[src/rtl/second_chance_victim_select_if.sv]
// -----------------------------------------------------------------------------
// second_chance_victim_select_if
// Bundles the request/response handshake and the touch channel of the
// second-chance victim selector.
//   evict_valid/evict_ready/evict_addr/occupied : victim request channel
//   victim_valid/victim_ready/victim_sel/victim_free : victim result channel
//   touch_valid/touch_addr/touch_sel : reference-bit update from lookup hits
// The master modport is the requesting side and the slave modport is the
// selector.
// -----------------------------------------------------------------------------
interface second_chance_victim_select_if #(
   parameter int BUCKET_SIZE = 4,
   parameter int ADDR_WIDTH  = 3
);
   logic                   evict_valid;
   logic                   evict_ready;
   logic [ADDR_WIDTH-1:0]  evict_addr;
   logic [BUCKET_SIZE-1:0] occupied;
   logic                   victim_valid;
   logic                   victim_ready;
   logic [BUCKET_SIZE-1:0] victim_sel;
   logic                   victim_free;
   logic                   touch_valid;
   logic [ADDR_WIDTH-1:0]  touch_addr;
   logic [BUCKET_SIZE-1:0] touch_sel;

   modport master (
      output evict_valid, evict_addr, occupied, victim_ready,
             touch_valid, touch_addr, touch_sel,
      input  evict_ready, victim_valid, victim_sel, victim_free
   );

   modport slave (
      input  evict_valid, evict_addr, occupied, victim_ready,
             touch_valid, touch_addr, touch_sel,
      output evict_ready, victim_valid, victim_sel, victim_free
   );
endinterface

[src/rtl/second_chance_victim_select.sv]
// -----------------------------------------------------------------------------
// second_chance_victim_select
// Picks the slot of a hashtable bucket to overwrite on an insert/evict
// request: the lowest unoccupied slot if any, otherwise the second-chance
// clock victim. One reference bit per slot and one clock hand per bucket are
// kept here; lookup hits set reference bits through the touch channel.
// Ports:
//   clk   : single clock, all state on the rising edge
//   rst_n : synchronous active-low reset
//   bus   : slave side of second_chance_victim_select_if (request, result,
//           touch channels)
// -----------------------------------------------------------------------------
module second_chance_victim_select #(
   parameter int BUCKET_SIZE = 4,
   parameter int ADDR_WIDTH  = 3
) (
   input  logic                          clk,
   input  logic                          rst_n,
   second_chance_victim_select_if.slave  bus
);

   localparam int HAND_WIDTH  = (BUCKET_SIZE > 1) ? $clog2(BUCKET_SIZE) : 1;
   localparam int NUM_BUCKETS = 2 ** ADDR_WIDTH;

   localparam logic [HAND_WIDTH-1:0]  HAND_LAST = HAND_WIDTH'(BUCKET_SIZE - 1);
   localparam logic [HAND_WIDTH-1:0]  HAND_ZERO = {HAND_WIDTH{1'b0}};
   localparam logic [BUCKET_SIZE-1:0] ALL_ONES  = {BUCKET_SIZE{1'b1}};
   localparam logic [BUCKET_SIZE-1:0] ALL_ZEROS = {BUCKET_SIZE{1'b0}};
   localparam logic [BUCKET_SIZE-1:0] ONE_HOT0  = BUCKET_SIZE'(1'b1);

   typedef enum logic [1:0] {
      ST_IDLE = 2'd0,
      ST_SCAN = 2'd1,
      ST_DONE = 2'd2
   } state_t;

   // Lowest clear bit as a one-hot vector: adding one ripples through the
   // trailing ones and lands on the first zero.
   function automatic logic [BUCKET_SIZE-1:0] lowest_zero_onehot(
      input logic [BUCKET_SIZE-1:0] mask
   );
      return ~mask & (mask + ONE_HOT0);
   endfunction

   // Explicit wrap compare so non-power-of-two bucket sizes work.
   function automatic logic [HAND_WIDTH-1:0] hand_advance(
      input logic [HAND_WIDTH-1:0] hand
   );
      logic [HAND_WIDTH-1:0] nxt;
      if (hand == HAND_LAST) begin
         nxt = HAND_ZERO;
      end else begin
         nxt = hand + HAND_WIDTH'(1'b1);
      end
      return nxt;
   endfunction

   function automatic logic [BUCKET_SIZE-1:0] hand_onehot(
      input logic [HAND_WIDTH-1:0] hand
   );
      return ONE_HOT0 << hand;
   endfunction

   state_t                 state_q, state_d;
   logic [ADDR_WIDTH-1:0]  addr_q, addr_d;
   logic [BUCKET_SIZE-1:0] occ_q, occ_d;
   logic [BUCKET_SIZE-1:0] sel_q, sel_d;
   logic                   free_q, free_d;
   logic                   evict_ready_q;
   logic                   victim_valid_q;
   logic [BUCKET_SIZE-1:0] ref_q  [NUM_BUCKETS];
   logic [BUCKET_SIZE-1:0] ref_d  [NUM_BUCKETS];
   logic [HAND_WIDTH-1:0]  hand_q [NUM_BUCKETS];
   logic [HAND_WIDTH-1:0]  hand_d [NUM_BUCKETS];

   logic [HAND_WIDTH-1:0]  cur_hand_s;
   logic [BUCKET_SIZE-1:0] cur_hand_oh_s;
   logic                   cur_ref_s;
   logic                   clr_en_s;
   logic                   hand_wr_s;

   // Clock-hand position and its reference bit for the latched bucket.
   always_comb begin
      cur_hand_s    = hand_q[addr_q];
      cur_hand_oh_s = hand_onehot(cur_hand_s);
      cur_ref_s     = |(ref_q[addr_q] & cur_hand_oh_s);
   end

   // Request FSM next-state and result decision.
   always_comb begin
      state_d   = state_q;
      addr_d    = addr_q;
      occ_d     = occ_q;
      sel_d     = sel_q;
      free_d    = free_q;
      clr_en_s  = 1'b0;
      hand_wr_s = 1'b0;
      case (state_q)
         ST_IDLE: begin
            if (bus.evict_valid) begin
               addr_d  = bus.evict_addr;
               occ_d   = bus.occupied;
               state_d = ST_SCAN;
            end else begin
               state_d = ST_IDLE;
            end
         end
         ST_SCAN: begin
            if (occ_q != ALL_ONES) begin
               // Free slot available: take it without moving the hand.
               sel_d   = lowest_zero_onehot(occ_q);
               free_d  = 1'b1;
               state_d = ST_DONE;
            end else if (cur_ref_s) begin
               // Second chance: drop the reference and look at the next slot.
               clr_en_s  = 1'b1;
               hand_wr_s = 1'b1;
               state_d   = ST_SCAN;
            end else begin
               sel_d     = cur_hand_oh_s;
               free_d    = 1'b0;
               hand_wr_s = 1'b1;
               state_d   = ST_DONE;
            end
         end
         ST_DONE: begin
            if (bus.victim_ready) begin
               sel_d   = ALL_ZEROS;
               free_d  = 1'b0;
               state_d = ST_IDLE;
            end else begin
               state_d = ST_DONE;
            end
         end
         default: begin
            sel_d   = ALL_ZEROS;
            free_d  = 1'b0;
            state_d = ST_IDLE;
         end
      endcase
   end

   // Reference-bit and hand update; a scan clear overrides a simultaneous
   // touch of the same bit so the scan always terminates.
   always_comb begin
      for (int b = 0; b < NUM_BUCKETS; b++) begin
         ref_d[b] = (ref_q[b]
                     | ((bus.touch_valid && (bus.touch_addr == ADDR_WIDTH'(b)))
                        ? bus.touch_sel : ALL_ZEROS))
                    & ~((clr_en_s && (addr_q == ADDR_WIDTH'(b)))
                        ? cur_hand_oh_s : ALL_ZEROS);
         hand_d[b] = (hand_wr_s && (addr_q == ADDR_WIDTH'(b)))
                     ? hand_advance(cur_hand_s) : hand_q[b];
      end
   end

   // State, latched request, per-bucket tables and registered outputs.
   always_ff @(posedge clk) begin
      if (!rst_n) begin
         state_q        <= ST_IDLE;
         addr_q         <= {ADDR_WIDTH{1'b0}};
         occ_q          <= ALL_ZEROS;
         sel_q          <= ALL_ZEROS;
         free_q         <= 1'b0;
         evict_ready_q  <= 1'b1;
         victim_valid_q <= 1'b0;
         for (int b = 0; b < NUM_BUCKETS; b++) begin
            ref_q[b]  <= ALL_ZEROS;
            hand_q[b] <= HAND_ZERO;
         end
      end else begin
         state_q        <= state_d;
         addr_q         <= addr_d;
         occ_q          <= occ_d;
         sel_q          <= sel_d;
         free_q         <= free_d;
         evict_ready_q  <= (state_d == ST_IDLE);
         victim_valid_q <= (state_d == ST_DONE);
         for (int b = 0; b < NUM_BUCKETS; b++) begin
            ref_q[b]  <= ref_d[b];
            hand_q[b] <= hand_d[b];
         end
      end
   end

   assign bus.evict_ready  = evict_ready_q;
   assign bus.victim_valid = victim_valid_q;
   assign bus.victim_sel   = sel_q;
   assign bus.victim_free  = free_q;

endmodule
[src/flat_wrapper.sv]
// flat-port wrapper written by rule: the top's interface ports become plain ports
module second_chance_victim_select_flat 
#(
   parameter int BUCKET_SIZE = 4,
   parameter int ADDR_WIDTH  = 3
)
  (clk, rst_n, bus_evict_valid, bus_evict_addr, bus_occupied, bus_victim_ready, bus_touch_valid, bus_touch_addr, bus_touch_sel, bus_evict_ready, bus_victim_valid, bus_victim_sel, bus_victim_free);
  second_chance_victim_select_if #(.BUCKET_SIZE(BUCKET_SIZE), .ADDR_WIDTH(ADDR_WIDTH)) bus_i ();
  input  logic clk;
  input  logic rst_n;
  input wire logic [$bits(bus_i.evict_valid)-1:0] bus_evict_valid;
  input wire logic [$bits(bus_i.evict_addr)-1:0] bus_evict_addr;
  input wire logic [$bits(bus_i.occupied)-1:0] bus_occupied;
  input wire logic [$bits(bus_i.victim_ready)-1:0] bus_victim_ready;
  input wire logic [$bits(bus_i.touch_valid)-1:0] bus_touch_valid;
  input wire logic [$bits(bus_i.touch_addr)-1:0] bus_touch_addr;
  input wire logic [$bits(bus_i.touch_sel)-1:0] bus_touch_sel;
  output wire logic [$bits(bus_i.evict_ready)-1:0] bus_evict_ready;
  output wire logic [$bits(bus_i.victim_valid)-1:0] bus_victim_valid;
  output wire logic [$bits(bus_i.victim_sel)-1:0] bus_victim_sel;
  output wire logic [$bits(bus_i.victim_free)-1:0] bus_victim_free;
  assign bus_i.evict_valid = bus_evict_valid;
  assign bus_i.evict_addr = bus_evict_addr;
  assign bus_i.occupied = bus_occupied;
  assign bus_i.victim_ready = bus_victim_ready;
  assign bus_i.touch_valid = bus_touch_valid;
  assign bus_i.touch_addr = bus_touch_addr;
  assign bus_i.touch_sel = bus_touch_sel;
  assign bus_evict_ready = bus_i.evict_ready;
  assign bus_victim_valid = bus_i.victim_valid;
  assign bus_victim_sel = bus_i.victim_sel;
  assign bus_victim_free = bus_i.victim_free;
  second_chance_victim_select #(.BUCKET_SIZE(BUCKET_SIZE), .ADDR_WIDTH(ADDR_WIDTH)) u_core (.clk(clk), .rst_n(rst_n), .bus(bus_i));
endmodule
[config.mk]
export PLATFORM = sky130hd
export DESIGN_NAME = second_chance_victim_select_flat
export DESIGN_NICKNAME = d
export VERILOG_FILES = /design/src/rtl/second_chance_victim_select_if.sv /design/src/rtl/second_chance_victim_select.sv /design/src/flat_wrapper.sv
export SDC_FILE = /design/constraint.sdc
export NUM_CORES = 1
export LEC_CHECK = 0
export ABC_AREA = 1
export BUFFER_PORTS_ARGS = -buffer_cell sky130_fd_sc_hd__buf_4
export CAP_MARGIN = 10
export CORE_MARGIN = 8
export CORE_UTILIZATION = 35
export DETAILED_ROUTE_END_ITERATION = 7
export SLEW_MARGIN = 20
export SYNTH_ARGS = -nofsm -noshare
export SYNTH_HDL_FRONTEND = slang
export SYNTH_SLANG_ARGS = --single-unit
export TNS_END_PERCENT = 30
[constraint.sdc]
create_clock -name clk -period 2.15 [get_ports clk]
set_input_delay 0.43 -clock clk [delete_from_list [all_inputs] [get_ports clk]]
set_output_delay 0.43 -clock clk [all_outputs]
set_load 0.01 [all_outputs]
-- After elaboration in Yosys (flattened, before gate mapping)
Memory sizes are Yosys's and may differ from the RTL's. A register that Yosys moved wholly into a read port is not among the register bits.
Cells that the tools add are included.
- register bits: 16
- bits in writable memories: 48
- output and inout bits: 7
- word-level logic and storage cells: 189
- memories: 2
- add/subtract/negate cells: 2
- eq/ne operators: 29
- shifts and indexed selects: 1
- muxes and demuxes: 65
- bitwise gates (word level): 44
- reduce and logical (&&, ||, !) cells: 39
- memory list (memory ; depth ; bits a word ; read ports ; clocked after memory_dff ; write ports ; RTL line ; RTL):
    u_core.ref_q ; 8 ; 4 ; 9 ; 1 ; 8 ; second_chance_victim_select.sv:71 ; logic [BUCKET_SIZE-1:0] ref_q [NUM_BUCKETS];
    u_core.hand_q ; 8 ; 2 ; 1 ; 1 ; 8 ; second_chance_victim_select.sv:73 ; logic [HAND_WIDTH-1:0] hand_q [NUM_BUCKETS];
- operator list (operator ; number):
    2-to-1 mux 4 bit ; 27
    bitwise AND 4 bit ; 10
    2-to-1 mux 2 bit ; 20
    inverter 4 bit ; 9
    OR 4 bit ; 8
    equality test 3 bit, second input constant ; 8
    logical AND 1 bit ; 24
    AND reduction 2 bit ; 9
    OR 1 bit ; 16
    equality test 3 x 2 -> 1 bit, second input constant ; 4
    2-to-1 mux 3 bit ; 4
    one-hot mux 4 bit (3 select lines) ; 1
    2-to-1 mux 1 bit ; 11
    != test 1 bit, second input constant ; 8
    equality test 2 bit, second input constant ; 3
    equality test 3 x 1 -> 1 bit, second input constant ; 2
    logical NOT 3 bit ; 2
    one-hot mux 2 bit (3 select lines) ; 1
    adder 4 x 1 -> 4 bit, second input constant ; 1
    logical NOT 2 bit ; 2
    != test 4 bit, second input constant ; 1
    OR reduction 4 bit ; 1
    left shift 1 x 2 -> 4 bit, first input constant ; 1
    != test 3 bit, second input constant ; 1
    6 further kinds ; 6

-- Longest topological paths before layout
Gate-level depths: netlist of the first run.
- word-level depth: 11
- mapped depth: 18
- gate-level depth less buffers: 14

-- Worst setup path before layout of the first run
OpenSTA, ideal clock, no wires.
- kind: reg-to-reg
- from: register with a tool-made name
- to: memory u_core.ref_q[0][1]
- arrival: 2156 ps
- required time: 2035 ps
- slack: -122 ps
- stages on the path, launching flop included: 17
- cells stage by stage: dfxtp_1 > buf_6 > inv_4 > buf_6 > nor2_1 > o22ai_1 > inv_1 > o21ai_1 > ha_1 > clkbuf_1 > nand3_1 > nand2_2 > nor2_4 > inv_2 > nand3_1 > o21ai_0 > inv_1
- RTL lines (element ; RTL line):
    end: declaration ; second_chance_victim_select.sv:71

==> results.sh, run 1 <==
export IMPL_synth_warnings=0
export IMPL_synth_cells=477
export IMPL_min_path_type="primary input to flip-flop"
export IMPL_ant_nets=0
export IMPL_overflow=0
export IMPL_fin_util=0.4460
export IMPL_syn_area_um2=3421
export IMPL_slew_violations=0
export IMPL_vias=3251
export IMPL_place_gp_congestion=0.8867
export IMPL_cts_root_buf="clkbuf_8"
export IMPL_final_cell_area_um2=4299
export IMPL_finalHoldViolCount=0
export IMPL_path_buf_inv=3
export IMPL_rsz0062_at_grt="yes"
export IMPL_antennaDiodeCount=0
export IMPL_cp_top_family="compound AO/OA/AOI/OAI gates"
export IMPL_dp_final_hpwl_um=6865
export IMPL_post_route_min_period_ns=2.137
export IMPL_seqCellArea_um2=1509
export IMPL_first_global_vias=3112
export IMPL_critPathLaunchType="flip-flop"
export IMPL_final_common_cell="inv_1"
export IMPL_die_x_um=114.9
export IMPL_grt_max_degree=26
export IMPL_clockBufferDepth=2
export IMPL_skew_ns=0.01103
export IMPL_synth_cell_types=28
export IMPL_placed_area_um2=3816
export IMPL_worst_ir_drop_vdd_v=0.0003333
export IMPL_drt_iter0_drc=249
export IMPL_cp_data_arrival_time_ns=2.37
export IMPL_crit_path_top_delay_cell="dfxtp_4"
export IMPL_holdWs_ns=0.3331
export IMPL_start_util=0.3549
export IMPL_wl_per_cell_um=14.28
export IMPL_track_usage=0.1451
export IMPL_synthesis_nets=500
export IMPL_syn2layout_area_growth_pct=25.68
export IMPL_max_freq_mhz=467.9
export IMPL_h_tree_depth=3
export IMPL_antenna_found_initial=0
export IMPL_cp_common_cell="nand2_1"
export IMPL_multi_input_area_um2=1594
export IMPL_max_slew_worst_pin_slew_ns=0.5786
export IMPL_slowest_delay_ns=0.40
export IMPL_vias_per_cell=4.941
export IMPL_clk_latency_ns=0.35
export IMPL_outcome="finished clean"
export IMPL_cts_tree="yes"
export IMPL_core_area_um2=9639
export IMPL_end_kind="flip-flop"
export IMPL_yosysSeqAreaShare=0.4389
export IMPL_static_leakage_power_nw=1.909
export IMPL_boundaryPins=26
export IMPL_critPathMaxFanout=9
export IMPL_cts_inserted_buffers=9
export IMPL_timing_final_crit_share=0.9941
export IMPL_nets=543
export IMPL_dieArea_um2=13190
export IMPL_cp_data_required_time_ns=2.39
export IMPL_rows=36
export IMPL_postCtsHoldBufs=0
export IMPL_syn_avg_cell_area_um2=7.171
export IMPL_setup_ws_ns=0.01272
export IMPL_ys_ff_latch=67
export IMPL_dp_slack_ns=-0.1445
export IMPL_power_density_nw_per_um2=809.8
export IMPL_drive_above_1_share=0.2229
export IMPL_setup_viol=0
export IMPL_wirelength_um=9395
export IMPL_numClockSinks=67
export IMPL_firstDrtPassIters=5
export IMPL_worstSetupPathType="flip-flop to flip-flop"
export IMPL_crit_chain="inv_6, o21ai_0, o22ai_1, nand2_1, o21ai_4, buf_4, ha_4, nand3_4, nand2_4, buf_4, o21ai_4, nand2_1, nand2_1, a21oi_1"
export IMPL_clk_pin_slew_ns=0.07
export IMPL_drc=0
export IMPL_timing_max_cap_violations=0
export IMPL_final_cell_mix="inv_1 (88), nand2_1 (71), nand3_1 (52), dfxtp_1 (49), buf_4 (46)"
export IMPL_nFillCells=984
export IMPL_maxSlewHeadroom=0.6113
export IMPL_place_port_buffers=25
export IMPL_grt_pass1_wl_um=15020
export IMPL_die_height_um=114.9
routing by layer:
metal  global-route usage  up-vias  wire length, um
met5                    0        -                0
met2               0.2385      111             4435
li1                     -     1611                -
met1               0.1779     1507             4186
met4              0.05429        0              183
met3              0.03834       22              590
final timing paths:
path                                         startpoint                               endpoint  slack (ns)  cells after the start
setup / recovery                              flip-flop    u_core.bus.victim_free$_SDFFE_PN0P_        0.01                     14
hold / removal                          bus_occupied[2]           u_core.occ_q[2]$_SDFFE_PN0P_        0.33                      3
setup reg to reg                              flip-flop    u_core.bus.victim_free$_SDFFE_PN0P_        0.01                     14
hold reg to reg   u_core.bus.victim_sel[2]$_SDFFE_PN0P_  u_core.bus.victim_sel[2]$_SDFFE_PN0P_        0.47                      2
report_power, final:
group / internal [W] / switching (W) / total [W]
Clock: 0.000758 / 0.000523 / 0.00128
Combinational: 0.000308 / 0.000488 / 0.000796
Sequential: 0.00136 / 0.0000444 / 0.00140
logic make-up (layout without fill, tap and decap cells):
| logic type | Yosys count | after routing | synth area share |
|---|---|---|---|
| AOI/OAI and AO/OA | 87 | 87 | 0.1379 |
| buffers and inverters | 117 | 165 | 0.1448 |
| adders and majority gates | 4 | 4 | 0.01463 |
| DFF | 67 | 67 | 0.4389 |
| and+or+nand+nor | 202 | 202 | 0.2637 |
state kept, by name, indices dropped and copies added (netlist names), named ones only:
register	cells
u_core.state_q	2
u_core.bus.victim_sel	4
u_core.bus.victim_free	1
u_core.hand_q	16
u_core.bus.evict_ready	1
u_core.addr_q	3
u_core.ref_q	32
u_core.occ_q	4
u_core.bus.victim_valid	1
metrics by stage:
| step | setup TNS [ns] | std cells | power, W |
|---|---|---|---|
| after detailed placement | -3.494 | 637 | 0.002067 |
| final | 0 | 658 | 0.003481 |
| after floorplan | 0 | 477 | 0.001843 |
| after global placement | -0.9519 | 637 | 0.002057 |
| after CTS | 0 | 653 | 0.003341 |
| after global routing | -1.486 | 658 | 0.003639 |
cells in the mapped netlist:
| cell | number | area [um^2] |
|---|---|---|
| o211ai_1 | 4 | 30.03 |
| edfxtp_1 | 16 | 480.5 |
| o31ai_1 | 1 | 7.510 |
| clkbuf_1 | 4 | 15.01 |
| a21oi_1 | 24 | 120.1 |
| dfxtp_1 | 51 | 1021 |
| nor3_1 | 1 | 5.000 |
| nor2_1 | 45 | 168.9 |
| nand3_1 | 71 | 355.3 |
| a32oi_1 | 1 | 8.760 |
| o21ai_0 | 46 | 230.2 |
| o21ai_4 | 1 | 16.27 |
| a211oi_1 | 1 | 7.510 |
| inv_4 | 1 | 6.260 |
| nand2_2 | 2 | 12.51 |
| clkinv_1 | 1 | 3.750 |
| buf_2 | 7 | 35.03 |
| o22ai_1 | 5 | 31.28 |
| nor3_2 | 1 | 10.01 |
| buf_6 | 6 | 67.56 |
| nand4_1 | 2 | 12.51 |
| o21ai_1 | 4 | 20.02 |
| inv_1 | 93 | 349.1 |
| ha_1 | 4 | 50.05 |
| inv_2 | 5 | 18.77 |
| nand2_1 | 71 | 266.5 |
| nor2_4 | 3 | 33.78 |
| nor2_2 | 6 | 37.54 |
final cells by class:
class | instances | area share
clock buffers | 11 | 0.03783
flip-flops and latches | 67 | 0.3510
inverters | 100 | 0.08964
well taps | 133 | 0.03871
multi-input cells | 293 | 0.3708
repair buffers | 49 | 0.09342
clock inverters | 5 | 0.01863
worst register-to-register path, cell delays in order, from the launching register on:
cell	delay (ns)
dfxtp_4	0.40
inv_6	0.06
o21ai_0	0.18
o22ai_1	0.11
nand2_1	0.11
o21ai_4	0.08
buf_4	0.15
ha_4	0.16
nand3_4	0.08
nand2_4	0.06
buf_4	0.14
o21ai_4	0.21
nand2_1	0.13
nand2_1	0.08
a21oi_1	0.05
what timing repair did:
| action | in CTS | in global routing |
|---|---|---|
| pin swaps | 1 | 9 |
| buffers inserted | 0 | 4 |
| endpoints found under the setup margin | 44 | 46 |
| resized for setup | 3 | 49 |
| gates cloned | 0 | 1 |
No activity file was read; power rests on OpenSTA's default activity.
==> run 2: changes to the inputs <==
--- a/config.mk
+++ b/config.mk
@@ -9,8 +9,9 @@
 export BUFFER_PORTS_ARGS = -buffer_cell sky130_fd_sc_hd__buf_4
 export CAP_MARGIN = 10
 export CORE_MARGIN = 8
-export CORE_UTILIZATION = 35
+export CORE_UTILIZATION = 54
 export DETAILED_ROUTE_END_ITERATION = 7
+export PLACE_DENSITY = 0.76
 export SLEW_MARGIN = 20
 export SYNTH_ARGS = -nofsm -noshare
 export SYNTH_HDL_FRONTEND = slang
==> constraint.sdc (replaced) <==
create_clock -name clk -period 2.15 [get_ports clk]
set_input_delay 0.1075 -clock clk [delete_from_list [all_inputs] [get_ports clk]]
set_output_delay 0.1075 -clock clk [all_outputs]
set_load 0.01 [all_outputs]
==> results.sh, run 2 (synthesized netlist as in run 1, its figures left out) <==
export IMPL_outcome="finished clean"
export IMPL_p_seq_frac=0.403
export IMPL_timing_final_crit_share=0.9772
export IMPL_finalHoldViolCount=0
export IMPL_clockBufferDepth=2
export IMPL_wirelength_um=8843
export IMPL_regToRegSetupSlack_ns=0.05
export IMPL_worst_ir_drop_vdd_v=0.0005743
export IMPL_cp_data_required_time_ns=2.41
export IMPL_finalSetupTns_ns=0
export IMPL_core_area_um2=6241
export IMPL_p_sw_w=0.001010
export IMPL_numClockSinks=67
export IMPL_antenna_found_initial=0
export IMPL_place_gp_congestion=0.9063
export IMPL_max_freq_mhz=476.0
export IMPL_dieArea_um2=9137
export IMPL_track_usage=0.2043
export IMPL_dp_final_hpwl_um=6396
export IMPL_nets=536
export IMPL_final_common_cell="inv_1"
export IMPL_power_w=0.003496
export IMPL_setup_viol=0
export IMPL_die_x_um=95.59
export IMPL_clock_power_share=0.395
export IMPL_max_slew_worst_pin_slew_ns=0.5249
export IMPL_top_register="u_core.ref_q"
export IMPL_clk_pin_slew_ns=0.07
export IMPL_nFillCells=539
export IMPL_clk_latency_ns=0.36
export IMPL_cts_inserted_buffers=9
export IMPL_cts_root_buf="clkbuf_8"
export IMPL_drive_above_1_share=0.1892
export IMPL_p_int_w=0.002486
export IMPL_post_route_min_period_ns=2.101
export IMPL_drt_iter0_drc=362
export IMPL_start_util=0.5481
export IMPL_firstDrtPassIters=5
export IMPL_placed_area_um2=3709
export IMPL_syn2layout_area_growth_pct=20.30
export IMPL_first_global_vias=3115
export IMPL_vias=3223
export IMPL_dp_slack_ns=-0.1102
export IMPL_largest_reg_flops=32
export IMPL_cts_tree="yes"
export IMPL_switching_share=0.2889
export IMPL_min_path_type="primary input to flip-flop"
export IMPL_place_port_buffers=25
export IMPL_hold_depth=3
export IMPL_worstSetupPathType="flip-flop to flip-flop"
export IMPL_ant_nets=0
export IMPL_drc=0
export IMPL_r2r_cells=12
export IMPL_r2r_end="u_core.ref_q[7][3]$_SDFF_PN0_"
export IMPL_slew_violations=0
export IMPL_wl_per_cell_um=14.86
export IMPL_final_cell_area_um2=4115
export IMPL_power_density_nw_per_um2=849.6
export IMPL_skew_ns=0.01156
export IMPL_holdWs_ns=0.008348
export IMPL_setup_ws_ns=0.04900
export IMPL_die_height_um=95.59
export IMPL_rsz0062_at_grt="yes"
export IMPL_timing_max_cap_violations=0
export IMPL_antennaDiodeCount=0
export IMPL_grt_max_degree=40
export IMPL_grt_pass1_wl_um=14380
export IMPL_reg_top3="u_core.ref_q x32, u_core.hand_q x16"
export IMPL_critPathLaunchType="flip-flop"
export IMPL_rows=29
export IMPL_boundaryPins=26
export IMPL_endpoint="u_core.ref_q[7][3]$_SDFF_PN0_"
export IMPL_static_leakage_power_nw=1.872
export IMPL_maxSlewHeadroom=0.6473
export IMPL_final_cell_mix="inv_1 (90), nand2_1 (71), nand3_1 (64), dfxtp_1 (49), nor2_1 (45)"
export IMPL_cp_data_arrival_time_ns=2.36
export IMPL_pwr_share_comb=0.202
export IMPL_vias_per_cell=5.417
export IMPL_worstHoldStart="bus_occupied[0]"
export IMPL_critPathMaxFanout=6
export IMPL_end_kind="flip-flop"
export IMPL_overflow=0
export IMPL_h_tree_depth=3
run 2: changes by cell type in the layout (fill, tap and decap cells not counted), sizes merged:
cell	change
clkbuf	-1
clkinv	-1
bufinv	+1
clkinvlp	+1
buf	-6
inv	-1
run 2: cell type report:
class | count | area, um^2 | area share
well taps | 77 | 96.34 | 0.02341
clock buffers | 11 | 162.7 | 0.03953
multi-input cells | 293 | 1529 | 0.3715
repair buffers | 42 | 331.6 | 0.08057
flip-flops and latches | 67 | 1506 | 0.3661
clock inverters | 5 | 106.4 | 0.02584
inverters | 100 | 382.9 | 0.09304
run 2: routing by layer:
metal / GRT usage / part of all wire / vias up
met3: 0.04252 / 0.067 / 16
met2: 0.3423 / 0.49 / 143
met5: 0 / 0 / -
met1: 0.2462 / 0.43 / 1464
met4: 0.09219 / 0.021 / 0
li1: - / - / 1600
run 2: what timing repair did:
item,CTS,global route
gates resized for setup,2,41
setup buffers,0,3
pin swaps,0,9
setup endpoints to repair,35,45
hold buffers,0,0
run 2: per-stage QoR:
step / util / std cells
floorplan: - / 477
global placement: 0.5942 / 576
detailed placement: 0.5942 / 576
CTS: 0.6381 / 592
global route: 0.6594 / 595
finish: 0.6594 / 595
run 2: worst min path at each step:
stage                                         to
floorplan           u_core.occ_q[0]$_SDFFE_PN0P_
global placement    u_core.occ_q[2]$_SDFFE_PN0P_
detailed placement  u_core.occ_q[0]$_SDFFE_PN0P_
CTS                 u_core.occ_q[0]$_SDFFE_PN0P_
global route        u_core.occ_q[0]$_SDFFE_PN0P_
finish              u_core.occ_q[0]$_SDFFE_PN0P_
run 2: power groups by stage:
stage	registers [W]	clock network, W	logic (W)
after floorplan	0.00142	0	0.000420
after global placement	0.00143	0	0.000601
after detailed placement	0.00143	0	0.000612
after CTS	0.00140	0.00139	0.000618
after global routing	0.00141	0.00144	0.000777
final	0.00141	0.00138	0.000708
run 2: worst max-delay path, cell delays in order (launching register included):
cell and delay (ns):
dfxtp_2 0.40, o21ai_0 0.13, o22ai_1 0.17, inv_1 0.09
o21ai_4 0.20, ha_2 0.23, nand3_1 0.13, nand2_4 0.12
nor2_4 0.06, inv_4 0.08, nand3_1 0.15, o21ai_0 0.19
inv_1 0.05
